--- src/rtl/run_ctrl_pkg.sv ---
`default_nettype none
// ============================================================================
//  Module      : run_ctrl_pkg
//  Description : Shared definitions for the core run/halt/step sequencer:
//                FSM state encoding and default timing parameters.
//  Revision    : 1.0 - initial release
// ============================================================================
package run_ctrl_pkg;

    // State encoding is visible on the board LEDs, so the values are fixed.
    typedef enum logic [1:0] {
        ST_HALT = 2'b00,
        ST_RUN  = 2'b01,
        ST_STEP = 2'b10,
        ST_DONE = 2'b11
    } run_state_e;

    localparam int DEF_CLK_DIV         = 25_000_000;
    localparam int DEF_DEBOUNCE_CYCLES = 1_000_000;
    localparam int DEF_CNT_W           = 32;

endpackage
`default_nettype wire

--- src/rtl/input_debounce.sv ---
`default_nettype none
// ============================================================================
//  Module      : input_debounce
//  Description : Two-flop synchronizer followed by a debouncer. The output
//                follows the synchronized input only after it has differed
//                from the current output for DEBOUNCE_CYCLES consecutive
//                clocks; any bounce back restarts the count.
//  Revision    : 1.0 - initial release
//  Ports       : clk   - board clock
//                reset - asynchronous active-low reset
//                din   - raw asynchronous input
//                dout  - debounced, clock-domain-safe level
// ============================================================================
module input_debounce
    import run_ctrl_pkg::*;
#(
    parameter int DEBOUNCE_CYCLES = DEF_DEBOUNCE_CYCLES
) (
    input  logic clk,
    input  logic reset,
    input  logic din,
    output logic dout
);

    localparam int             CW       = (DEBOUNCE_CYCLES > 1) ? $clog2(DEBOUNCE_CYCLES) : 1;
    localparam logic [CW-1:0]  CNT_LAST = CW'(DEBOUNCE_CYCLES - 1);

    logic          sync1_q;
    logic          sync2_q;
    logic          dout_q;
    logic          dout_d;
    logic [CW-1:0] cnt_q;
    logic [CW-1:0] cnt_d;

    // The count records how many cycles the synchronized value has already
    // disagreed with the output; the change is accepted on the cycle that
    // completes the DEBOUNCE_CYCLES-th disagreement.
    always_comb begin
        dout_d = dout_q;
        cnt_d  = '0;
        if (sync2_q != dout_q) begin
            if (cnt_q == CNT_LAST) begin
                dout_d = sync2_q;
            end else begin
                cnt_d = cnt_q + 1'b1;
            end
        end
    end

    always_ff @(posedge clk or negedge reset) begin
        if (!reset) begin
            sync1_q <= 1'b0;
            sync2_q <= 1'b0;
            dout_q  <= 1'b0;
            cnt_q   <= '0;
        end else begin
            sync1_q <= din;
            sync2_q <= sync1_q;
            dout_q  <= dout_d;
            cnt_q   <= cnt_d;
        end
    end

    assign dout = dout_q;

endmodule
`default_nettype wire

--- src/rtl/core_run_ctrl.sv ---
`default_nettype none
// ============================================================================
//  Module      : core_run_ctrl
//  Description : Run/halt/single-step sequencer for the pipelined RISC-V
//                datapath. Issues single-cycle clock-enable pulses, stops on a
//                writeback halt request and counts issued core cycles.
//  Revision    : 1.0 - initial release
//  Build macro : BREAKPOINT_EN - adds pc/bp_addr/bp_valid breakpoint halt
//  Ports       : clk       - board clock
//                reset     - asynchronous active-low reset
//                switch    - raw run/halt switch (1 = run)
//                step      - raw single-step pushbutton (1 = pressed)
//                halt_req  - datapath halt, sampled only while core_en=1
//                core_en   - registered datapath clock enable pulse
//                state     - current FSM state for LEDs
//                cycle_cnt - saturating count of core_en pulses
//                done      - high while in DONE
//                pc, bp_addr, bp_valid - breakpoint inputs (BREAKPOINT_EN)
// ============================================================================
module core_run_ctrl
    import run_ctrl_pkg::*;
#(
    parameter int CLK_DIV         = DEF_CLK_DIV,
    parameter int DEBOUNCE_CYCLES = DEF_DEBOUNCE_CYCLES,
    parameter int CNT_W           = DEF_CNT_W
) (
    input  logic             clk,
    input  logic             reset,
    input  logic             switch,
    input  logic             step,
    input  logic             halt_req,
`ifdef BREAKPOINT_EN
    input  logic [31:0]      pc,
    input  logic [31:0]      bp_addr,
    input  logic             bp_valid,
`endif
    output logic             core_en,
    output logic [1:0]       state,
    output logic [CNT_W-1:0] cycle_cnt,
    output logic             done
);

    localparam int            PW       = (CLK_DIV > 1) ? $clog2(CLK_DIV) : 1;
    localparam logic [PW-1:0] PRE_LAST = PW'(CLK_DIV - 1);

    logic w_switch_db;
    logic w_step_db;
    logic w_step_rise;
    logic w_bp_hit;
    logic w_run_ok;

    run_state_e       state_q, state_d;
    logic [PW-1:0]    presc_q, presc_d;
    logic             core_en_q, core_en_d;
    logic             done_q, done_d;
    logic [CNT_W-1:0] cnt_q, cnt_d;
    logic             step_db_q;

    input_debounce #(.DEBOUNCE_CYCLES(DEBOUNCE_CYCLES)) u_db_switch (
        .clk   (clk),
        .reset (reset),
        .din   (switch),
        .dout  (w_switch_db)
    );

    input_debounce #(.DEBOUNCE_CYCLES(DEBOUNCE_CYCLES)) u_db_step (
        .clk   (clk),
        .reset (reset),
        .din   (step),
        .dout  (w_step_db)
    );

    assign w_step_rise = w_step_db & ~step_db_q;

`ifdef BREAKPOINT_EN
    // After a breakpoint stop the switch is still high; RUN may only be
    // re-entered once the switch has been seen low again.
    logic bp_hold_q, bp_hold_d;

    assign w_bp_hit = core_en_q & bp_valid & (pc == bp_addr);
    assign w_run_ok = ~bp_hold_q;

    always_comb begin
        bp_hold_d = bp_hold_q;
        if (state_q == ST_RUN && !(core_en_q && halt_req) && w_bp_hit) begin
            bp_hold_d = 1'b1;
        end
        if (!w_switch_db) begin
            bp_hold_d = 1'b0;
        end
    end

    always_ff @(posedge clk or negedge reset) begin
        if (!reset) begin
            bp_hold_q <= 1'b0;
        end else begin
            bp_hold_q <= bp_hold_d;
        end
    end
`else
    assign w_bp_hit = 1'b0;
    assign w_run_ok = 1'b1;
`endif

    always_comb begin
        state_d = state_q;
        unique case (state_q)
            ST_HALT: begin
                if (w_switch_db && w_run_ok) begin
                    state_d = ST_RUN;
                end else if (w_step_rise) begin
                    state_d = ST_STEP;
                end
            end
            ST_RUN: begin
                if (core_en_q && halt_req) begin
                    state_d = ST_DONE;
                end else if (w_bp_hit) begin
                    state_d = ST_HALT;
                end else if (!w_switch_db) begin
                    state_d = ST_HALT;
                end
            end
            ST_STEP: begin
                state_d = halt_req ? ST_DONE : ST_HALT;
            end
            ST_DONE: begin
                state_d = ST_DONE;
            end
            default: begin
                state_d = ST_HALT;
            end
        endcase

        // Prescaler only advances while staying in RUN, so every entry
        // starts a fresh CLK_DIV-cycle wait and a leave discards the count.
        presc_d = '0;
        if (state_q == ST_RUN && state_d == ST_RUN) begin
            presc_d = (presc_q == PRE_LAST) ? '0 : presc_q + 1'b1;
        end

        core_en_d = (state_d == ST_STEP) ||
                    (state_q == ST_RUN && state_d == ST_RUN && presc_q == PRE_LAST);

        done_d = (state_d == ST_DONE);

        cnt_d = cnt_q;
        if (core_en_q && !(&cnt_q)) begin
            cnt_d = cnt_q + 1'b1;
        end
    end

    always_ff @(posedge clk or negedge reset) begin
        if (!reset) begin
            state_q   <= ST_HALT;
            presc_q   <= '0;
            core_en_q <= 1'b0;
            done_q    <= 1'b0;
            cnt_q     <= '0;
            step_db_q <= 1'b0;
        end else begin
            state_q   <= state_d;
            presc_q   <= presc_d;
            core_en_q <= core_en_d;
            done_q    <= done_d;
            cnt_q     <= cnt_d;
            step_db_q <= w_step_db;
        end
    end

    assign core_en   = core_en_q;
    assign state     = state_q;
    assign cycle_cnt = cnt_q;
    assign done      = done_q;

endmodule
`default_nettype wire

--- config.mk ---
export PLATFORM = sky130hd
export DESIGN_NAME = core_run_ctrl
export DESIGN_NICKNAME = d
export VERILOG_FILES = /design/src/rtl/run_ctrl_pkg.sv /design/src/rtl/input_debounce.sv /design/src/rtl/core_run_ctrl.sv
export SDC_FILE = /design/constraint.sdc
export NUM_CORES = 1
export LEC_CHECK = 0
export CORE_MARGIN = 1.5
export CORE_UTILIZATION = 39
export CTS_BUF_LIST = sky130_fd_sc_hd__clkbuf_2 sky130_fd_sc_hd__clkbuf_4 sky130_fd_sc_hd__clkbuf_8
export CTS_CLUSTER_DIAMETER = 40
export CTS_CLUSTER_SIZE = 16
export DETAILED_ROUTE_END_ITERATION = 7
export GPL_TIMING_DRIVEN = 0
export PLACE_DENSITY_LB_ADDON = 0.1
export SYNTH_ARGS = -nofsm -noshare
export SYNTH_HDL_FRONTEND = slang
export SYNTH_HIERARCHICAL = 1
export SYNTH_SLANG_ARGS = --single-unit
export TNS_END_PERCENT = 1
--- constraint.sdc ---
create_clock -name clk -period 4.7 [get_ports clk]
set_input_delay 0.94 -clock clk [delete_from_list [all_inputs] [get_ports clk]]
set_output_delay 0.94 -clock clk [all_outputs]
set_load 0.1 [all_outputs]
==> flow_metrics.py <==
metrics = {
    "global_routing": {
        "use_met1_pct": 20.74,
        "grt-ovfl-total": 0,
        "use_met3_pct": 4.023,
        "first_global_vias": 3966,
        "grt_max_degree": 56,
        "antenna_found_initial": 0,
        "met2_usage_pct": 27.76,
        "grt_busiest_layer": "met2",
        "grt_pass1_wl_mm": 18.78,
        "grt_use_total_pct": 16.43,
    },
    "clock_network": {
        "cts_buffer_depth": 2,
        "htree_levels": 3,
        "cts.root.buffer_cell": "clkbuf_8",
        "holdBufCountCts": 0,
        "ctsResizeCount": 0,
        "cts_buffers": 9,
        "insertion_delay_ns": 0.39,
        "postCtsSetupRepairBufs": 0,
        "cts_tree": "done",
        "clock_sinks": 108,
        "clk_pin_slew_worst_paths_ns": 0.10,
    },
    "synth": {
        "synth_nets": 532,
        "synth_area_leaders": "dfrtp_1 52%, xnor2_1 9.2%, nor2_1 6.2%",
        "synth_async_sr_flop_share_pct": 100.0,
        "ys_seq_elements": 108,
        "synth_top_area_cell": "dfrtp_1",
        "yosysWarnings": 6,
        "synth_cell_type_count": 37,
        "synth_edf_count": 0,
        "synth.top_cell.area_share_pct": 51.56,
        "yosysSeqAreaShare_pct": 51.56,
        "synthCells": 523,
        "synth.cell_area_um2": 5241,
        "avgSynthCellArea_um2": 10.02,
        "ys.flop_type": "dfrtp_1",
    },
    "critical_path": {
        "cp_num_cells": 1,
        "cp-end-kind": "output port",
        "path_class": "flop to output port",
        "ff2ff_path_depth": 7,
        "required_ns": 3.76,
        "path_buf_inv": 1,
        "cp.arrival_ns": 2.10,
        "critical_path.cell_chain": "clkdlybuf4s50_1",
        "crit_family": "buffers and inverters",
        "timing.rr.start": "presc_q[15]",
        "critPathLaunchType": "flop",
        "critPathMaxFanout": 9,
        "reg2reg_to": "presc_q[21]",
        "max_stage_delay_ns": 1.20,
        "slowest_stage": "clkdlybuf4s50_1",
        "ff2ff_setup_slack_ns": 2.44,
    },
    "cells_and_area": {
        "area_growth_pct": 16.26,
        "drive_gt1_share_pct": 7.241,
        "fillers": 1257,
        "antenna_cells": 0,
        "finalInstanceArea_um2": 6093,
        "multi_input_area_um2": 2370,
        "instances_no_fill": 756,
        "register_area_um2": 2703,
        "fin_nets": 584,
    },
    "hold_path": {
        "worst_hold_path.endpoint": "u_db_switch/sync2_q",
        "min_from": "u_db_switch/sync1_q",
        "min_path_type": "flop to flop",
        "hold_path_depth": 0,
    },
    "floorplan": {
        "placement_rows": 42,
        "core_um2": 13190,
        "die_w_um": 118.9,
        "dieArea_um2": 14140,
        "die_h_um": 118.9,
        "start_util_pct": 39.74,
        "num_io_pins": 41,
    },
    "sta": {
        "fin_skew_ns": 0.01027,
        "worst_pin_slew_ns": 1.029,
        "hold_viol": 0,
        "setup-violations-final": 0,
        "fin_crit_sh_pct": 64.61,
        "min_period_ns": 3.036,
        "drv_slew": 0,
        "clock.fmax_ghz": 0.3293,
        "maxSlewHeadroom_pct": 31.18,
        "rsz0062_at_grt": "no",
    },
    "run": {
        "drv_cap": 0,
    },
    "power": {
        "peakVddDrop_mv": 0.1348,
        "total_power_mw": 1.571,
        "powerDensity_nw_per_um2": 257.8,
        "p_leak_nw": 2.358,
    },
    "detailed_routing": {
        "drt_pass1_iterations": 4,
        "drcViolationCount": 0,
        "wl_mm": 10.79,
        "vias_per_cell": 5.157,
        "dr_total_vias": 3899,
        "drtAntennaViolNets": 0,
        "drt_iter0_markers": 230,
        "wire_per_inst_um": 14.28,
    },
    "place": {
        "dpl.hpwl_mm": 7.554,
        "placed_cell_area_um2": 5887,
        "port_buffers": 40,
        "placed_cells": 740,
        "place_congestion": 0.7653,
    },
    "outcome": {
        "outcome": "finished clean",
    },
}
==> cells by family (layout without fill, tap and decap cells) <==
kind of cell | Yosys count | in the layout | share of synthesized area, %
buffers and inverters | 33 | 90 | 3.223
and+or+nand+nor | 265 | 265 | 25.92
muxes | 6 | 6 | 1.289
adders and majority gates | 4 | 4 | 0.9549
AOI/OAI and AO/OA | 27 | 27 | 3.676
DFF | 108 | 108 | 51.56
xor gates and xnor gates | 80 | 80 | 13.37
==> stage by stage <==
step | setup TNS (ns) | setup WS, ns | utilization, % | hold WS, ns
floorplan | 0 | 1.998 | - | 0.3312
global placement | -177.67 | -1.657 | 44.44 | 0.3451
detailed placement | 0 | 2.050 | 44.63 | 0.3364
CTS | 0 | 1.617 | 46.20 | 0.3609
global route | 0 | 1.581 | 46.20 | 0.3716
finish | 0 | 1.664 | 46.20 | 0.3627
==> power by group <==
part           internal, mW  switching, mW  total [mW]
Sequential            0.934        0.00474       0.939
Combinational        0.0119         0.0289      0.0408
Clock                 0.280          0.311       0.591
Total                  1.23          0.345        1.57
==> layout make-up <==
class | instances | area share (%)
repair buffers | 41 | 6.982
well taps | 176 | 3.614
clock buffers | 12 | 2.608
clock inverters | 4 | 0.7803
multi-input cells | 382 | 38.89
flip-flops and latches | 108 | 44.35
plain buffers | 8 | 1.232
inverters | 25 | 1.540
==> layout by cell type, fill, tap and decap left out, types with 11 or more instances in the layout <==
| master | synthesis | final |
|---|---|---|
| and3_1 | 12 | 12 |
| clkbuf_8 | 0 | 11 |
| clkdlybuf4s50_1 | 0 | 39 |
| dfrtp_1 | 108 | 108 |
| inv_1 | 25 | 25 |
| nand2_1 | 32 | 32 |
| nand3_1 | 32 | 32 |
| nand4_1 | 28 | 28 |
| nor2_1 | 86 | 86 |
| nor3_1 | 23 | 23 |
| nor4_1 | 17 | 17 |
| xnor2_1 | 55 | 55 |
| xor2_1 | 25 | 25 |
==> state kept, by name, summed over array words and instances, names as in the netlist <==
name	flops
done	1
cycle_cnt	32
state	2
presc_q	25
u_db_switch/sync1_q	1
u_db_switch/dout	1
u_db_step/cnt_q	20
step_db_q	1
u_db_switch/sync2_q	1
u_db_step/sync1_q	1
core_en	1
u_db_switch/cnt_q	20
u_db_step/sync2_q	1
u_db_step/dout	1
==> synth_stat cells (3+ instances only) <==
cell type / instances
nor2_1: 86
clkbuf_1: 3
and4_1: 6
or4_4: 3
xor2_1: 25
dfrtp_1: 108
inv_1: 25
mux2_2: 6
or4_1: 9
nand2_1: 32
or2_2: 3
o21ai_0: 6
nor3_1: 23
nand3_1: 32
or4b_1: 3
buf_6: 3
or3_1: 3
a21oi_1: 9
nand4_1: 28
nor4_1: 17
nor3b_1: 3
and3_1: 12
xnor2_1: 55
ha_1: 4
==> how the worst max path moves through the flow <==
stage,startpoint,to,slack [ns]
finish,core_en,core_en,1.66
global route,core_en,core_en,1.58
floorplan,cycle_cnt[0],cycle_cnt[23],2.00
global placement,reset,u_db_step/cnt_q[0],-1.66
detailed placement,core_en,core_en,2.05
CTS,core_en,core_en,1.62
==> layer usage <==
layer  routed length, um  up-vias
li1                    -     1914
met1                5080     1903
met2                5185       67
met3                 350       15
met4                 178        0
met5                   0        -
==> worst register-to-register path, delay by kind of cell, from the launching register on <==
family / cells / cell delay (ns)
buffers and inverters: 2 / 0.28
flip-flops: 1 / 0.44
AND/OR/NAND/NOR: 5 / 1.45
Power figures use the tool's default switching activity.
